[config.mk]
export PLATFORM = sky130hd
export DESIGN_NAME = mem_stage_ctrl
export DESIGN_NICKNAME = d
export VERILOG_FILES = /design/src/rtl/mem_stage_ctrl.sv
export SDC_FILE = /design/constraint.sdc
export NUM_CORES = 1
export LEC_CHECK = 0
export BUFFER_PORTS_ARGS = -buffer_cell sky130_fd_sc_hd__buf_2
export CORE_UTILIZATION = 45
export CTS_CLUSTER_SIZE = 14
export DETAILED_ROUTE_END_ITERATION = 12
export GPL_TIMING_DRIVEN = 0
export HOLD_SLACK_MARGIN = 0.05
export PLACE_DENSITY = 0.8
export SLEW_MARGIN = 20
export SYNTH_ARGS = -nofsm -noshare
export SYNTH_HDL_FRONTEND = slang
export SYNTH_SLANG_ARGS = --single-unit
[constraint.sdc]
create_clock -name clk -period 3.02 [get_ports clk]
set_input_delay 0.453 -clock clk [delete_from_list [all_inputs] [get_ports clk]]
set_output_delay 0.453 -clock clk [all_outputs]
set_load 0.01 [all_outputs]
[src/rtl/mem_stage_ctrl.sv]
// Memory-stage access sequencer: drives a req/gnt/rvalid data port, formats
// sub-word stores/loads, and stalls the pipeline while an access is in flight.
module mem_stage_ctrl #(
    parameter int TIMEOUT = 64
) (
    input  logic        clk,
    input  logic        reset,
    input  logic        MemReadM,
    input  logic        MemWriteM,
    input  logic [2:0]  Funct3M,
    input  logic [31:0] ALUResultM,
    input  logic [31:0] WriteDataM,
    output logic        StallM,
    output logic [31:0] ReadDataM,
    output logic        MisalignM,
    output logic        TimeoutM,
    output logic        mem_req,
    output logic        mem_we,
    output logic [31:0] mem_addr,
    output logic [31:0] mem_wdata,
    output logic [3:0]  mem_wstrb,
    input  logic        mem_gnt,
    input  logic        mem_rvalid,
    input  logic [31:0] mem_rdata
);
    localparam int CW = $clog2(TIMEOUT + 1);
    localparam logic [CW-1:0] LIMIT = CW'(TIMEOUT - 1);

    typedef enum logic [1:0] {S_IDLE, S_REQ, S_WAIT, S_DONE} state_t;

    state_t         r_state;
    logic [CW-1:0]  r_cnt;
    logic [2:0]     r_f3;
    logic [1:0]     r_off;
    logic           r_req, r_we, r_misalign, r_timeout;
    logic [31:0]    r_addr, r_wdata, r_rdata;
    logic [3:0]     r_wstrb;

    logic           w_access, w_write, w_misalign;
    logic [3:0]     w_wstrb;
    logic [31:0]    w_wdata, w_load;
    logic [7:0]     w_byte;
    logic [15:0]    w_half;

    assign w_access = MemReadM | MemWriteM;
    assign w_write  = MemWriteM;

    always_comb begin
        w_misalign = ((Funct3M[1:0] == 2'b01) & ALUResultM[0]) |
                     ((Funct3M == 3'b010) & (ALUResultM[1:0] != 2'b00));
        w_wstrb = 4'b0000;
        w_wdata = 32'h0;
        if (w_write) begin
            case (Funct3M[1:0])
                2'b00: begin
                    w_wstrb = 4'b0001 << ALUResultM[1:0];
                    w_wdata = {4{WriteDataM[7:0]}};
                end
                2'b01: begin
                    w_wstrb = 4'b0011 << {ALUResultM[1], 1'b0};
                    w_wdata = {2{WriteDataM[15:0]}};
                end
                default: begin
                    w_wstrb = 4'b1111;
                    w_wdata = WriteDataM;
                end
            endcase
        end
    end

    // Lane select uses the offset latched at request time, not the live address.
    always_comb begin
        w_byte = mem_rdata[{r_off, 3'b000} +: 8];
        w_half = r_off[1] ? mem_rdata[31:16] : mem_rdata[15:0];
        case (r_f3)
            3'b000:  w_load = {{24{w_byte[7]}}, w_byte};
            3'b100:  w_load = {24'h0, w_byte};
            3'b001:  w_load = {{16{w_half[15]}}, w_half};
            3'b101:  w_load = {16'h0, w_half};
            default: w_load = mem_rdata;
        endcase
    end

    always_ff @(posedge clk or negedge reset) begin
        if (!reset) begin
            r_state    <= S_IDLE;
            r_cnt      <= '0;
            r_f3       <= 3'b000;
            r_off      <= 2'b00;
            r_req      <= 1'b0;
            r_we       <= 1'b0;
            r_addr     <= 32'h0;
            r_wdata    <= 32'h0;
            r_wstrb    <= 4'b0000;
            r_rdata    <= 32'h0;
            r_misalign <= 1'b0;
            r_timeout  <= 1'b0;
        end else begin
            r_misalign <= 1'b0;
            r_timeout  <= 1'b0;
            case (r_state)
                S_IDLE: begin
                    if (w_access) begin
                        if (w_misalign) begin
                            r_state    <= S_DONE;
                            r_misalign <= 1'b1;
                        end else begin
                            r_state <= S_REQ;
                            r_cnt   <= '0;
                            r_req   <= 1'b1;
                            r_we    <= w_write;
                            r_addr  <= {ALUResultM[31:2], 2'b00};
                            r_wdata <= w_wdata;
                            r_wstrb <= w_wstrb;
                            r_f3    <= Funct3M;
                            r_off   <= ALUResultM[1:0];
                        end
                    end
                end
                S_REQ: begin
                    if (mem_gnt || r_cnt == LIMIT) begin
                        r_req   <= 1'b0;
                        r_we    <= 1'b0;
                        r_addr  <= 32'h0;
                        r_wdata <= 32'h0;
                        r_wstrb <= 4'b0000;
                    end
                    // Grant beats the limit when both land in the same cycle.
                    if (mem_gnt) begin
                        r_state <= r_we ? S_DONE : S_WAIT;
                        r_cnt   <= r_cnt + CW'(1);
                    end else if (r_cnt == LIMIT) begin
                        r_state   <= S_DONE;
                        r_timeout <= 1'b1;
                    end else begin
                        r_cnt <= r_cnt + CW'(1);
                    end
                end
                S_WAIT: begin
                    if (mem_rvalid) begin
                        r_rdata <= w_load;
                        r_state <= S_DONE;
                    end else if (r_cnt == LIMIT) begin
                        r_state   <= S_DONE;
                        r_timeout <= 1'b1;
                    end else begin
                        r_cnt <= r_cnt + CW'(1);
                    end
                end
                default: r_state <= S_IDLE;
            endcase
        end
    end

    // Gated by reset so every output reads 0 while reset is held.
    assign StallM    = reset & (((r_state == S_IDLE) & w_access) |
                                (r_state == S_REQ) | (r_state == S_WAIT));
    assign ReadDataM = r_rdata;
    assign MisalignM = r_misalign;
    assign TimeoutM  = r_timeout;
    assign mem_req   = r_req;
    assign mem_we    = r_we;
    assign mem_addr  = r_addr;
    assign mem_wdata = r_wdata;
    assign mem_wstrb = r_wstrb;
endmodule

* Word level (Yosys, flattened, before mapping) *
Index checks and enable logic that the tools add are counted.

storage, ports and cells
  logic and storage cells = 92
  output and inout port bits = 105
  bits in registers = 118
  input bits = 105

cells by class
  $add $sub $neg = 1
  bitwise operators = 9
  muxes and demuxes = 44
  eq/ne operators = 12
  shift operators = 3
  reductions and logical operators = 11

operators with widths
  kind                                                               number
  32-bit two-way mux                                                 6
  32-bit case mux with 2 select lines                                3
  32-bit case mux with 4 select lines                                1
  7-bit two-way mux                                                  5
  32-bit by 6-bit variable part select with 8-bit output             1
  7-bit case mux with 3 select lines                                 1
  16-bit two-way mux                                                 1
  4-bit two-way mux                                                  4
  4-bit case mux with 2 select lines                                 2
  1-bit two-way mux                                                  12
  2-bit two-way mux                                                  5
  2-bit != test, second input constant                               4
  4-bit AND reduction                                                2
  7-bit by 1-bit adder with 7-bit output, second input constant      1
  7-bit by 6-bit == test with 1-bit output, second input constant    1
  3-bit == test, second input constant                               2
  1-bit case mux with 2 select lines                                 3
  2-bit case mux with 3 select lines                                 1
  1-bit AND                                                          4
  2-bit by 1-bit == test with 1-bit output, second input constant    2
  2-bit zero test                                                    2
  1-bit OR                                                           4
  2-bit nonzero test                                                 2
  1-bit by 2-bit << shifter with 4-bit output, first input constant  1
  other kinds (10)                                                   10

* Depth between registers and ports, before layout *
  word-level depth = 6
  depth in mapped cells = 8
  depth with buffers taken out = 7

* Least setup slack after synthesis *
OpenSTA, ideal clock, no wires.

  kind = reg-to-reg
  from = register r_state[1]
  to = register r_f3[2]
  required time = 2.895 ns
  cell stages (with the launch flop) = 8
  slack = 1.139 ns
  path buffers = 2
  data arrival time = 1.756 ns
  path through = dfrtp_1 inv_1 ha_1 o21ai_0 a211oi_2 buf_4 buf_4 mux2_2

between the ends
  word-level cells in the longest chain between the ends = 2

ends and longest elaborated chain
  element                        RTL line  source
  from (decl)                    31        state_t r_state;
  from (signal assigned)         130       r_state <= r_we ? S_DONE : S_WAIT;
  2-bit zero test                101       case (r_state)
  3-bit AND reduction (no line)  n/a
  to (signal assigned)           115       r_f3 <= Funct3M;
  to (decl)                      33        logic [2:0] r_f3;

Every way passes these cells.
A chain may end at the register's enable or synchronous reset.

* Final worst setup path *
  from = input port reset
  to = output port StallM

between the ends
  word-level cells in the longest chain between the ends = 1

ends and longest elaborated chain
  element      RTL line  source
  from (decl)  7         input logic reset,
  1-bit AND    156       assign StallM = reset & (((r_state == S_IDLE) & w_access) |
  to (decl)    13        output logic StallM,

Every way passes these cells.

==> reports/metrics.cfg <==
[outcome]
status = completed

[worst_setup_path]
cp.required_ns = 2.57
reg2reg_from = r_state[1]$_DFFE_PN0N_
rr_worst_depth = 8
rr_endpoint = mem_wdata[23]$_DFFE_PN0P_
crit_family = buffers and inverters
cp.depth = 5
crit_type = in -> out
cp_cell_sequence = dlygate4sd3_1 > buf_6 > buf_16 > a21boi_0 > buf_2
crit_slowest_cell = dlygate4sd3_1
critPathLaunchType = input pin
crit_buf_inv = 4
endpoint_kind = output port
critPathMaxFanout = 61
cp-endpoint = StallM
worstPathArrival_ns = 2.21
crit_start = reset
max_stage_delay_ns = 0.55
rrSetupSlack_ns = 0.59

[power]
p_clk_frac = 0.256
pwr-share-seq = 0.327
switching_share = 0.384
powerDensity_nw_per_um2 = 1050
p_leak_uw = 0.00412
switchingPower_uw = 3030
max-vdd-ir-drop_mv = 0.483
p_comb_frac = 0.417
internal_power_uw = 4870

[floorplan]
ios = 210
core_um2 = 12200
die_w_um = 114
die_area_um2 = 13100
die_y_um = 114
row_count = 40
start_util = 0.467

[cells_and_area]
areaGrowthSynthToFinish_pct = 33.1
fin_nets = 890
fin_util = 0.621
drive_above_1_share = 0.346
fin_area_um2 = 7550
antenna_cells = 0

[detailed_routing]
wl_met2_um = 8210
met3_length_um = 1380
vias_per_cell = 5.61
firstDrtPassIters = 5
top_layer = met4
detail-route-antenna-nets = 0
drcViolationCount = 0
drt_iter0_markers = 388
wl_met1_um = 6810
vias = 5392
wl_um = 16900
avgRoutedWirePerCell_um = 17.6

[global_routing]
overflow = 0
grt_use_total = 0.268
grt_pass1_vias = 5500
grt_pass1_wl_um = 27000
grt_antenna_before_repair = 0
grt_max_degree = 62

[worst_hold_path]
hold_path_class = in -> reg

[placement]
dpl.hpwl_um = 12500
port_buffers = 205
pre_cts_slack_ns = 0.579
place.gp.congestion = 0.930
placed_area_um2 = 6950

[logic_synthesis]
synth.most_common_cell = dfrtp_1
yosys-top-cells-area = dfrtp_1, mux2i_1, o2bb2ai_1
ys.flop_type = dfrtp_1
yosys_warnings = 0
ys_ff_latch = 116
ys_seq_area_frac = 0.512
synth_top_area_frac = 0.512
async_flop_share = 1.00
syn-cell-area_um2 = 5670
synth_top_area_cell = dfrtp_1
synth_edf_count = 0
syn_inst = 553
synth.avg_cell_area_um2 = 10.3
ys_types = 48
synth_top_cells_by_count = dfrtp_1, nand2_1, nand3_1

[timing]
setup_viol = 0
hold_viol = 0
min_period_ns = 2.67
rsz0062_at_grt = false
final_max_slew_viol_count = 0
min_period_over_period = 0.883
fin_setup_tns_ns = 0
skew_ns = 0.00510
slew_headroom = 0.397
timing.fmax_mhz = 375
worstMarginPinSlew_ns = 0.901
fin_ws_ns = 0.354

[clock_tree]
cts_resized = 0
clk_path_buf_depth = 2
cts_sinks = 116
clkTransAtPathRegs_ns = 0.05
cts_tree = built
cts-root-buf = clkbuf_16
postCtsSetupBuffers = 0
cts_buffers = 17
clkLatencyLatePin_ns = 0.42
h-tree-depth = 4

[run]
maxCapViolations = 0

==> sequential cells by signal (all words and copies together) (netlist names) <==
signal and flops:
r_off 2, mem_addr 30, mem_wstrb 4, TimeoutM 1, MisalignM 1, ReadDataM 32, r_state 2, r_cnt 7
mem_wdata 32, mem_req 1, mem_we 1, r_f3 3
==> layout make-up <==
cell class | instances | area (um^2)
fillers | 1029 | 4610
flip-flops and latches | 116 | 2900
multi-input cells | 382 | 2530
repair buffers | 207 | 1070
clock buffers | 21 | 470
well taps | 168 | 210
plain buffers | 41 | 185
clock inverters | 11 | 125
inverters | 15 | 56.3
==> layer usage <==
| layer | GRT usage | vias to the layer above |
|---|---|---|
| li1 | - | 2441 |
| met1 | 0.315 | 2626 |
| met2 | 0.447 | 276 |
| met3 | 0.0799 | 49 |
| met4 | 0.129 | 0 |
| met5 | 0 | - |
==> worst min path at each step <==
stage,to,slack (ns),startpoint,cells past startpoint
4_1_cts,TimeoutM$_DFF_PN0_,0.23,mem_rvalid,2
2_1_floorplan,MisalignM$_DFF_PN0_,0.16,reset,0
5_1_grt,TimeoutM$_DFF_PN0_,0.26,mem_rvalid,2
3_5_place_dp,mem_addr[9]$_DFFE_PN0P_,0.46,mem_addr[9]$_DFFE_PN0P_,1
3_3_place_gp,mem_addr[12]$_DFFE_PN0P_,0.45,mem_addr[12]$_DFFE_PN0P_,1
6_report,TimeoutM$_DFF_PN0_,0.25,mem_rvalid,2
==> worst reg2reg max path, cell delays in order (launching register included) <==
cell and delay, ns:
dfrtp_1 0.43, inv_1 0.11, ha_1 0.29, o21ai_0 0.23, a211oi_2 0.40, o22ai_2 0.24, buf_2 0.25, buf_2 0.21
o2bb2ai_1 0.15
==> cell families (layout without fill, tap and decap cells) <==
kind of cell | Yosys count | in the layout | share of synthesized area
other cells | 1 | 2 | 0.000661
flops | 116 | 116 | 0.512
compound gates | 146 | 146 | 0.183
buf+inv | 56 | 295 | 0.0426
simple gates | 182 | 182 | 0.163
fa+ha+maj | 5 | 5 | 0.0110
mux | 47 | 47 | 0.0884
==> repair_timing <==
action | CTS | global route
hold buffers | 1 | 0
hold endpoints to repair | 52 | 0
setup endpoints to repair | 0 | 0
==> through the flow <==
stage	instances	hold slack, ns	power (uW)
floorplan	554	0.157	4600
global placement	927	0.455	5700
detailed placement	928	0.464	5860
CTS	961	0.235	7920
global route	961	0.259	8380
finish	961	0.254	7900
==> power groups by stage <==
stage,registers (uW),clock network (uW),logic (uW)
global placement,2540,0,3160
detailed placement,2580,0,3290
global route,2650,2110,3620
CTS,2580,2040,3300
finish,2580,2020,3290
floorplan,2810,0,1790
==> placed cells by master, fill, tap and decap left out, types with 6 or more instances in the layout <==
| master | instances |
|---|---|
| and3_1 | 34 |
| mux2i_1 | 34 |
| mux2_2 | 12 |
| o21ai_0 | 21 |
| nand3_1 | 37 |
| nand3b_1 | 8 |
| o2bb2ai_1 | 28 |
| nor2_1 | 25 |
| clkbuf_16 | 17 |
| nand2b_1 | 6 |
| clkbuf_1 | 23 |
| nand2_1 | 55 |
| dfrtp_1 | 116 |
| inv_1 | 15 |
| a21o_1 | 32 |
| a21oi_1 | 30 |
| buf_2 | 217 |
Power figures use the tool's default switching activity.
